--- config.mk ---
export PLATFORM = sky130hd
export DESIGN_NAME = uart_rx
export DESIGN_NICKNAME = d
export VERILOG_FILES = /design/src/rtl/uart_pkg.sv /design/src/rtl/uart_rx_sync.sv /design/src/rtl/uart_rx.sv
export SDC_FILE = /design/constraint.sdc
export NUM_CORES = 1
export LEC_CHECK = 0
export CORE_UTILIZATION = 55
export CTS_CLUSTER_DIAMETER = 30
export DETAILED_ROUTE_END_ITERATION = 12
export HOLD_SLACK_MARGIN = 0.08
export PLACE_DENSITY = 0.79
export SYNTH_ARGS = -nofsm -noshare
export SYNTH_HDL_FRONTEND = slang
export SYNTH_HIERARCHICAL = 1
export SYNTH_SLANG_ARGS = --single-unit
--- constraint.sdc ---
create_clock -name clk -period 3.26 [get_ports clk]
set_input_delay 0.489 -clock clk [delete_from_list [all_inputs] [get_ports clk]]
set_output_delay 0.489 -clock clk [all_outputs]
set_load 0.03 [all_outputs]
--- src/rtl/uart_pkg.sv ---
// Shared UART definitions: receiver state encoding, default frame
// constants and the parity helper used by both Tx and Rx.
package uart_pkg;

    typedef enum logic [2:0] {
        IDLE,
        START,
        DATA,
        PARITY,
        STOP
    } rx_state_t;

    localparam int unsigned DATA_WIDTH    = 8;
    localparam int unsigned OVER_SAMPLING = 16;

    // Parity bit for a word: type 0 gives ~^data, type 1 gives ^data.
    // Callers zero-extend narrower words; the padding does not change parity.
    function automatic logic parity_bit(input logic [31:0] data,
                                        input logic        parity_type);
        return parity_type ? ^data : ~^data;
    endfunction

endpackage

--- src/rtl/uart_rx_sync.sv ---
// Metastability synchroniser for the serial line plus a registered
// copy of the synchronised level used for falling-edge detection.
module uart_rx_sync #(
    parameter int Sync_Stages = 2
) (
    input  logic clk,
    input  logic reset,
    input  logic rx,
    output logic rx_s,
    output logic fall
);

    logic [Sync_Stages-1:0] sync_q;
    logic [Sync_Stages-1:0] sync_d;
    logic [Sync_Stages:0]   chain;
    logic                   prev_q;

    assign chain  = {sync_q, rx};
    assign sync_d = chain[Sync_Stages-1:0];
    assign rx_s   = sync_q[Sync_Stages-1];
    assign fall   = prev_q & ~rx_s;

    // Shift the line through the flop chain; idle-high after reset.
    always_ff @(posedge clk) begin
        if (!reset) begin
            sync_q <= '1;
            prev_q <= 1'b1;
        end else begin
            sync_q <= sync_d;
            prev_q <= rx_s;
        end
    end

endmodule

--- src/rtl/uart_rx.sv ---
// UART receiver: centre-samples start/data/parity/stop bits and hands
// each word to the consumer through a one-entry valid/ready register.
module uart_rx
    import uart_pkg::*;
#(
    parameter int Data_Width   = DATA_WIDTH,
    parameter int OverSampling = OVER_SAMPLING,
    parameter int Sync_Stages  = 2
) (
    input  logic                  clk,
    input  logic                  reset,
    input  logic                  rx,
    input  logic                  parity_en,
    input  logic                  parity_type,
    output logic [Data_Width-1:0] rx_data,
    output logic                  rx_valid,
    input  logic                  rx_ready,
    output logic                  parity_err,
    output logic                  frame_err,
    output logic                  overrun_err,
    output logic                  busy
);

    localparam int CW   = $clog2(OverSampling);
    localparam int BW   = (Data_Width > 1) ? $clog2(Data_Width) : 1;
    localparam int HALF = OverSampling / 2;

    logic rx_s;
    logic fall;

    rx_state_t state_q, state_d;

    logic [CW-1:0]         cnt_q, cnt_d;
    logic [BW-1:0]         bit_q, bit_d;
    logic [Data_Width-1:0] shift_q, shift_d;
    logic [Data_Width:0]   shift_cat;
    logic                  pen_q, pen_d;
    logic                  ptype_q, ptype_d;
    logic                  pfail_q, pfail_d;

    logic [Data_Width-1:0] data_q, data_d;
    logic                  valid_q, valid_d;
    logic                  perr_q, perr_d;
    logic                  ferr_q, ferr_d;
    logic                  ovr_q, ovr_d;

    logic last_half;
    logic last_full;
    logic last_bit;
    logic done;
    logic load;
    logic hs;

    uart_rx_sync #(
        .Sync_Stages(Sync_Stages)
    ) u_sync (
        .clk  (clk),
        .reset(reset),
        .rx   (rx),
        .rx_s (rx_s),
        .fall (fall)
    );

    assign last_half = (cnt_q == CW'(HALF - 1));
    assign last_full = (cnt_q == CW'(OverSampling - 1));
    assign last_bit  = (bit_q == BW'(Data_Width - 1));
    assign done      = (state_q == STOP) && last_full;
    assign load      = done && (!valid_q || rx_ready);
    assign hs        = valid_q && rx_ready;
    assign shift_cat = {rx_s, shift_q};

    // FSM state register.
    always_ff @(posedge clk) begin
        if (!reset) begin
            state_q <= IDLE;
        end else begin
            state_q <= state_d;
        end
    end

    // FSM next-state: a high level at the start-bit centre is a glitch.
    always_comb begin
        state_d = state_q;
        unique case (state_q)
            IDLE: begin
                if (fall) state_d = START;
            end
            START: begin
                if (last_half) state_d = rx_s ? IDLE : DATA;
            end
            DATA: begin
                if (last_full && last_bit) state_d = pen_q ? PARITY : STOP;
            end
            PARITY: begin
                if (last_full) state_d = STOP;
            end
            STOP: begin
                if (last_full) state_d = IDLE;
            end
            default: state_d = IDLE;
        endcase
    end

    // FSM outputs.
    always_comb begin
        busy = (state_q != IDLE);
    end

    // Bit timing, data assembly and parity bookkeeping.
    always_comb begin
        cnt_d   = cnt_q + CW'(1);
        bit_d   = bit_q;
        shift_d = shift_q;
        pen_d   = pen_q;
        ptype_d = ptype_q;
        pfail_d = pfail_q;
        if (state_q == IDLE || state_d != state_q ||
            (state_q == DATA && last_full)) begin
            cnt_d = '0;
        end
        if (state_q == IDLE) begin
            bit_d   = '0;
            pfail_d = 1'b0;
        end
        if (state_q == START && last_half) begin
            pen_d   = parity_en;
            ptype_d = parity_type;
        end
        if (state_q == DATA && last_full) begin
            shift_d = shift_cat[Data_Width:1];
            bit_d   = last_bit ? '0 : bit_q + BW'(1);
        end
        if (state_q == PARITY && last_full) begin
            pfail_d = (rx_s != parity_bit(32'(shift_q), ptype_q));
        end
    end

    // Datapath registers.
    always_ff @(posedge clk) begin
        if (!reset) begin
            cnt_q   <= '0;
            bit_q   <= '0;
            shift_q <= '0;
            pen_q   <= 1'b0;
            ptype_q <= 1'b0;
            pfail_q <= 1'b0;
        end else begin
            cnt_q   <= cnt_d;
            bit_q   <= bit_d;
            shift_q <= shift_d;
            pen_q   <= pen_d;
            ptype_q <= ptype_d;
            pfail_q <= pfail_d;
        end
    end

    // Holding register: load when free or draining, else drop and flag.
    always_comb begin
        data_d  = data_q;
        valid_d = valid_q;
        perr_d  = perr_q;
        ferr_d  = ferr_q;
        ovr_d   = ovr_q;
        if (load) begin
            data_d  = shift_q;
            perr_d  = pfail_q;
            ferr_d  = ~rx_s;
            valid_d = 1'b1;
        end else if (done) begin
            ovr_d = 1'b1;
        end else if (hs) begin
            valid_d = 1'b0;
            ovr_d   = 1'b0;
        end
    end

    // Holding register state.
    always_ff @(posedge clk) begin
        if (!reset) begin
            data_q  <= '0;
            valid_q <= 1'b0;
            perr_q  <= 1'b0;
            ferr_q  <= 1'b0;
            ovr_q   <= 1'b0;
        end else begin
            data_q  <= data_d;
            valid_q <= valid_d;
            perr_q  <= perr_d;
            ferr_q  <= ferr_d;
            ovr_q   <= ovr_d;
        end
    end

    assign rx_data     = data_q;
    assign rx_valid    = valid_q;
    assign parity_err  = perr_q;
    assign frame_err   = ferr_q;
    assign overrun_err = ovr_q;

endmodule

==> summary.md <==
| Metric | Value |
|---|---|
| Largest cells by area after synthesis | dfxtp_1 46%, mux2i_1 7.0%, nor2b_1 6.0%, a21boi_0 5.7%, nand2_1 4.5% |
| Fin nets | between 150 and 200 |
| RePlAce Congestion | a little over 0.8 |
| CP endpoint kind | primary output |
| Clock buffer depth | 2 |
| Residual DRC | 0 |
| Slew @ Worst Pin | ~0.5 ns |
| RSZ-0062 raised after global routing | false |
| Vias/cell | about 5.5 |
| 1st-iter DRT viols | 36 |
| Mapped cell area | about 0.0016 sq mm |
| Flops & latches, synth | 36 |
| Post-layout util | a little under three quarters |
| DR vias | between 1000 and 1500 |
| Warnings from Yosys | 6 |
| Dominant synthesized flop cell | dfxtp_1 |
| Worst hold path type | flip-flop to flip-flop |
| Post-CTS resize count | 0 |
| Worst-path fanout max | 9 |
| Total Power | 0.731 mW |
| Post-CTS setup buffer count | 0 |
| Largest net degree at the start of global routing | 19 |
| Register area share after synthesis | ~46% |
| Root Buffer | clkbuf_4 |
| Syn nets | 177 |
| First-pass GRT wire length | a little under 5000 microns |
| Initial core utilization | between 60% and 70% |
| FMAX | around 420 MHz |
| Post-CTS Hold Buffers | 0 |
| Initial antenna violation count | 0 |
| Grt ovf | 0 |
| Final setup violation count | 0 |
| Worst setup path class | flip-flop to primary output |
| Worst path bufs/invs | 1 |
| H-tree depth | 2 |
| Die ar. | 0.00307 sq mm |
| CTS tree | built |
| Critical Path AT | 1.87 ns |
| TNS Setup | 0 ns |
| Fin cells | ~220 |
| PortBufs | 18 |
| Layout cells sized above 1 | under 10% |
| CP delay by family, top | buffers and inverters |
| CTS clk-pin slew, worst paths | roughly 0.1 ns |
| Period Utilization, post-route | 72.4% |
| Worst Path Required | 2.77 ns |
| Final Hold Fails | 0 |
| DIE WIDTH | 55.4 microns |
| Fin Hold WS | 0.430 ns |
| Worst Skew | between 0.007 and 0.008 ns |
| I/O Pins | 19 |
| Post-DR wirelength/cell | around 13 microns |
| Slowest CP cell | clkdlybuf4s50_1 |
| CP peak stage delay | roughly 0.64 ns |
| Critical path, cell by cell | or3_1 > clkdlybuf4s50_1 |
| ANT nets after route | 0 |
| Hpwl dp | roughly 2100 microns |
| Status | completed |
| Drt first pass iters | 4 |
| Clock net sink count | 36 |
| Area leader, netlist | dfxtp_1 |
| ANT cells | 0 |
| Rel. slew slack | about two thirds |
| CP Launch Type | flip-flop |
| Floorplan row count | 18 |
| Dpl cells | 211 |
| Syn Area/Cell | just over 9 sq um |
| Vias in the first global route | between 1000 and 1500 |
| Overall routing resource usage | around a fifth |
| Core area | ~0.0026 sq mm |
| Yosys top cell area share | 46.0% |
| Power Dens Cells | 397 mW/mm^2 |
| Syn-to-layout area delta | 17.4% |
| Slew Limit Fails | 0 |
| Worst skew pair latency | 0.34 ns |
| Minimum clock period | around 2.4 ns |
| Num CTS Buffers | 5 |
| Post-synth EDFFs | 0 |
| Share of synthesized registers carrying an async set or reset | 0% |
| Leakage | 0.751 nW |
| Max VDD drop | ~0.00037 V |
| Distinct cells, synth | 30 |
| Max_cap viols | 0 |
| Cells after synthesis | about 170 |
| Post-Route WL | 2890 microns |
| Die Ht | between 50 and 60 microns |
## flip-flops by register name, summed over array words and instances (netlist names), 2 cells and up
| signal | flops |
|---|---|
| bit_q | 3 |
| cnt_q | 4 |
| shift_q | 8 |
| u_sync/sync_q | 2 |
| state_q | 3 |
| rx_data | 8 |
## layer usage
metal / global-route usage, % / vias to the layer above / share of wire (%)
met1: 25.5 / 562 / 46
met4: 9.29 / 0 / 1.6
met3: 6.32 / 5 / 5.2
met2: 32.5 / 34 / 47
met5: 0 / - / 0
li1: - / 603 / -
## logic make-up after synthesis
group | Yosys count | synth area share, %
AO/OA/AOI/OAI | 24 | 10.7
XOR/XNOR | 11 | 7.02
adder cells (fa/ha/maj) | 3 | 2.39
buffers and inverters | 11 | 2.79
flip-flops | 36 | 46.0
multiplexers | 11 | 7.02
AND/OR/NAND/NOR | 72 | 24.1
## power breakdown
group          switching (mW)  internal (mW)  total, mW
clock network           0.137          0.122      0.259
registers             0.00261          0.442      0.445
logic                  0.0120         0.0145     0.0265
## cells in the mapped netlist (all sizes together) (3+ instances only)
master	number
nor2	9
and2	3
nand3	8
or3	3
xnor2	7
o21a	5
mux2i	11
nand2b	5
xor2	3
nor3	3
ha	3
nor2b	15
nand2	19
dfxtp	36
a21boi	12
and3	3
inv	3
clkbuf	6
## worst register-to-register path: cells and delay by family (launching register included)
kind	cells	cell delay, ns
AOI/OAI and AO/OA	1	0.17
adders and majority gates	1	0.24
and+or+nand+nor	3	0.99
DFF	1	0.37
## worst paths after layout
| check | from | end | slack (ns) | depth (start not counted) |
|---|---|---|---|---|
| setup / recovery | state_q[2] | busy | 0.90 | 2 |
| hold / removal | u_sync/sync_q[0] | u_sync/sync_q[1] | 0.43 | 1 |
| setup reg to reg | cnt_q[0] | bit_q[0] | 1.41 | 5 |
| hold reg to reg | u_sync/sync_q[0] | u_sync/sync_q[1] | 0.43 | 1 |
## layout make-up
cell class,instances,area [sq um]
flip-flops and latches,36,721
multi-input cells,121,803
inverters,3,11.3
clock buffers,7,65.1
repair buffers,21,203
fillers,211,749
well taps,30,37.5
## metrics by stage
stage          area (sq um)  setup slack, ns
6_report               1840            0.899
4_1_cts                1840            0.904
3_3_place_gp           1780             1.32
3_5_place_dp           1780             1.29
5_1_grt                1840            0.863
2_1_floorplan          1570             1.64
## layout by cell type (no fill, tap or decap), types with 2 or more instances in the layout
cell type / Yosys / routed
a21boi_0: 12 / 12
a21oi_1: 2 / 2
and2_1: 2 / 2
and3_1: 3 / 3
buf_4: 0 / 3
clkbuf_4: 0 / 5
clkbuf_8: 0 / 2
clkdlybuf4s50_1: 0 / 18
dfxtp_1: 36 / 36
ha_1: 3 / 3
inv_1: 3 / 3
mux2i_1: 11 / 11
nand2_1: 19 / 19
nand2b_1: 5 / 5
nand3_1: 8 / 8
nor2_1: 9 / 9
nor2b_1: 15 / 15
nor3_1: 3 / 3
o21a_1: 5 / 5
o21ai_0: 2 / 2
or3_1: 3 / 3
xnor2_1: 7 / 7
xor2_1: 3 / 3
No activity file was read; power rests on OpenSTA's default activity.
